--- config.mk ---
export PLATFORM = sky130hd
export DESIGN_NAME = encoder_8to3_flat
export DESIGN_NICKNAME = d
export VERILOG_FILES = /design/src/rtl/encoder_8to3_if.sv /design/src/rtl/encoder_8to3.sv /design/src/flat_wrapper.sv
export SDC_FILE = /design/constraint.sdc
export NUM_CORES = 1
export LEC_CHECK = 0
export CORE_UTILIZATION = 40
export CTS_CLUSTER_DIAMETER = 80
export DETAILED_ROUTE_END_ITERATION = 8
export GPL_TIMING_DRIVEN = 1
export PLACE_DENSITY = 0.65
export SLEW_MARGIN = 20
export SYNTH_ARGS = -nofsm -noshare
export SYNTH_HDL_FRONTEND = slang
export SYNTH_SLANG_ARGS = --single-unit
--- constraint.sdc ---
create_clock -name clk -period 0.9 [get_ports clk]
set_input_delay 0.18 -clock clk [delete_from_list [all_inputs] [get_ports clk]]
set_output_delay 0.18 -clock clk [all_outputs]
set_load 0.01 [all_outputs]
--- src/rtl/encoder_8to3_if.sv ---
// Bus between the producer of the input vector and the leading-ones encoder.
// The producer drives r; the encoder returns the registered count on Y.
interface encoder_8to3_if #(
    parameter int WIDTH = 8,
    parameter int OUT_W = 4
);
    logic [WIDTH-1:0] r;
    logic [OUT_W-1:0] Y;

    modport master (output r, input Y);
    modport slave  (input r, output Y);
endinterface

--- src/rtl/encoder_8to3.sv ---
// Registered leading-ones encoder: counts the 1 bits from the MSB of r down to
// the first 0, and presents that count (0..WIDTH) on Y one clock later.
module encoder_8to3 #(
    parameter int WIDTH = 8,
    parameter int OUT_W = 4
) (
    input  logic           clk,
    input  logic           rst,
    encoder_8to3_if.slave  bus
);

    logic [OUT_W-1:0] count;
    logic             run;

    // NOTE: count and run get defaults before the loop, so every path assigns
    // them and no latch is inferred; blocking '=' is correct inside always_comb.
    always_comb begin
        count = '0;
        run   = 1'b1;
        for (int i = WIDTH - 1; i >= 0; i--) begin
            if (run && bus.r[i]) begin
                count = count + OUT_W'(1);
            end else begin
                run = 1'b0;
            end
        end
    end

    // NOTE: registered state uses non-blocking '<=' so every flop samples the
    // values that were present before the edge.
    always_ff @(posedge clk or posedge rst) begin
        if (rst) begin
            bus.Y <= '0;
        end else begin
            bus.Y <= count;
        end
    end

endmodule

--- src/flat_wrapper.sv ---
// flat-port wrapper written by rule: the top's interface ports become plain ports
module encoder_8to3_flat 
#(
    parameter int WIDTH = 8,
    parameter int OUT_W = 4
)
  (clk, rst, bus_r, bus_Y);
  encoder_8to3_if #(.WIDTH(WIDTH), .OUT_W(OUT_W)) bus_i ();
  input  logic clk;
  input  logic rst;
  input wire logic [$bits(bus_i.r)-1:0] bus_r;
  output wire logic [$bits(bus_i.Y)-1:0] bus_Y;
  assign bus_i.r = bus_r;
  assign bus_Y = bus_i.Y;
  encoder_8to3 #(.WIDTH(WIDTH), .OUT_W(OUT_W)) u_core (.clk(clk), .rst(rst), .bus(bus_i));
endmodule
==> results_dict.tcl <==
set metrics [dict create \
    clk_pin_slew_ns 0.04 \
    antenna_found_initial 0 \
    hold_viol 0 \
    vdd_drop_max_mv 0.873 \
    dieHeight_um 39.5 \
    ys_seq_area_share_pct 17.8 \
    clk_path_buf_depth 2 \
    p_leak_nw 0.583 \
    arrival_ns 3.49 \
    wirelength_um 2740 \
    final.setup.tns_ns -7.10 \
    cts.sinks 4 \
    io_buffers 13 \
    start_kind "input port" \
    dpl_worst_slack_ns -2.98 \
    violations "setup timing" \
    cts_root_buf "clkbuf_4" \
    syn_inst 70 \
    finalNetCount 146 \
    place_area_um2 970 \
    syn2layout_area_growth_pct 112 \
    ff_latch_area_um2 100 \
    coreArea_um2 1300 \
    cts_buffers 3 \
    final_cell_area_um2 1190 \
    worstSetupPathType "in2reg" \
    p_sw_share_pct 34.3 \
    max_freq_mhz 297 \
    via_count 875 \
    internal_power_mw 0.625 \
    setup_slack_ns -2.47 \
    nFillCells 54 \
    ys_warn_count 0 \
    status "finished with violations" \
    hold_buffers 0 \
    htree_levels 1 \
    whs_ns 0.138 \
    drc 0 \
    postRouteAntennaNets 0 \
    crit_required_ns 1.01 \
    synth.distinct_cells 33 \
    worst_slew_pin_slew_ns 0.314 \
    grt_max_degree 7 \
    rows 13 \
    synth_nets 85 \
    layout_common_cells "40 x buf_4, 9 x buf_6, 6 x inv_1" \
    synth_area_um2 563 \
    layout-drive-gt1-share_pct 67.4 \
    die-area_um2 1560 \
    finalPower_mw 0.952 \
    final_common_cell "buf_4" \
    finalCritPeriodShare_pct 375 \
    overflow 0 \
    combPwrFrac_pct 56.5 \
    multi_input_area_um2 553 \
    dpl.hpwl_um 1390 \
    power.share.clock_pct 23.7 \
    antenna_cells 0 \
    grt_pass1_wl_um 3020 \
    vias_per_cell 6.08 \
    firstDrtPassIters 4 \
    pwr-share-seq_pct 19.8 \
    worstPathMaxFanout 3 \
    hp-class "in2async" \
    first_global_vias 711 \
    fin_crit_ns 3.37 \
    rsz0062_at_grt "yes" \
    die_width_um 39.5 \
    max_flop_register "u_core.bus.Y" \
    start_util_pct 43.3 \
    switchingPower_mw 0.327 \
    top_regs "u_core.bus.Y (4)" \
    grt_use_total_pct 28.1 \
    largest_reg_flops 4 \
    drt_iter0_drc 46 \
    critPathCaptureType "register" \
    avgSynthCellArea_um2 8.04 \
    routabilityCongestion 0.790 \
    power.density_nw_per_um2 799 \
    wl_per_cell_um 19.0 \
    maxCapViolCount 0 \
    slew_viol_final 0 \
    pin_count 14 \
    relSlewSlack_pct 79.1 \
    ys_seq_elements 4 \
    cts_tree "yes" \
    setup_viol 6 \
]
cells in the mapped netlist:
master | n | share of area (%)
a21oi_1 | 5 | 4.4
nor4_1 | 1 | 1.1
nand4_1 | 1 | 1.1
and2_1 | 2 | 2.2
ha_1 | 5 | 11
o21a_1 | 1 | 1.3
mux2_2 | 1 | 2.0
o31ai_1 | 1 | 1.3
nand2_1 | 7 | 4.7
o22ai_1 | 1 | 1.1
and4b_1 | 1 | 1.8
o21ai_0 | 5 | 4.4
inv_1 | 7 | 4.7
mux2i_1 | 2 | 3.6
and3_2 | 1 | 1.3
nor3b_2 | 1 | 2.2
nor2_1 | 3 | 2.0
nand2b_1 | 1 | 1.1
xnor2_1 | 1 | 1.6
nand3_1 | 2 | 1.8
nand3b_2 | 1 | 2.0
a21boi_0 | 1 | 1.3
nor3_1 | 1 | 0.89
a2111oi_4 | 1 | 4.9
nor4_2 | 1 | 2.2
nand3_2 | 1 | 1.8
a21o_1 | 3 | 4.0
dfrtp_1 | 4 | 18
a21bo_2 | 1 | 1.8
buf_2 | 2 | 1.8
xor2_1 | 1 | 1.6
a31oi_1 | 1 | 1.1
a211oi_1 | 3 | 4.0
worst max-delay path: stages:
cell	delay, ns
buf_8	0.10
a21boi_4	0.18
ha_4	0.23
nor2_4	0.09
nor2_1	0.06
ha_1	0.28
nand2_1	0.06
a21oi_2	0.14
ha_1	0.25
mux2i_2	0.23
a31oi_1	0.16
ha_2	0.38
o21ai_2	0.07
a21oi_2	0.17
ha_2	0.22
nand2_2	0.08
buf_6	0.14
nor3_4	0.20
o22ai_1	0.08
nor3b_2	0.17
metrics by stage:
stage               util [%]  std cells
finish                  91.5        144
global route            91.5        144
CTS                     82.7        141
detailed placement      74.5        128
global placement        74.5        128
floorplan                  -         70
final cells by class:
type	instances	share of cell area (%)
inverter	7	2.21
clock buffer	3	1.89
sequential	4	8.40
timing repair buffer	58	39.5
tap	15	1.58
multi-input combinational	57	46.4
path summary, 6_finish.rpt:
check,from,depth (start not counted),slack (ns),endpoint
max in group asynchronous,rst,2,0.61,u_core.bus.Y[0]$_DFF_PP0_
min in group clk,bus_r[2],4,0.43,u_core.bus.Y[3]$_DFF_PP0_
setup / recovery,bus_r[6],20,-2.47,u_core.bus.Y[2]$_DFF_PP0_
hold / removal,rst,2,0.14,u_core.bus.Y[2]$_DFF_PP0_
layer usage:
layer  track usage (%)  wire, um  vias up
li1                  -         -      379
met1              32.8      1060      426
met2              53.3      1410       60
met3              5.68       203       10
met4              1.72        71        0
met5                 0         0        -
power by group through the flow:
stage / Sequential [mW] / Clock [mW] / Combinational (mW)
2_1_floorplan: 0.194 / 0 / 0.154
3_3_place_gp: 0.190 / 0 / 0.338
3_5_place_dp: 0.191 / 0 / 0.351
4_1_cts: 0.188 / 0.231 / 0.405
5_1_grt: 0.189 / 0.239 / 0.557
6_report: 0.188 / 0.226 / 0.538
kinds of logic (layout without fill, tap and decap cells):
logic type               count (synthesis)  count (layout)  synth area share, %
AO/OA/AOI/OAI                           23              23                 29.8
adder cells (fa/ha/maj)                  5               5                 11.1
AND/OR/NAND/NOR                         24              24                 26.2
multiplexers                             3               3                 5.56
flip-flops                               4               4                 17.8
buffers and inverters                    9              68                 6.45
XOR/XNOR                                 2               2                 3.11
repair_timing:
item,4_1_cts,5_1_grt
pin swaps,15,17
buffers inserted,10,3
setup endpoints to repair,8,8
resized for setup,49,24
Power figures use the tool's default switching activity.
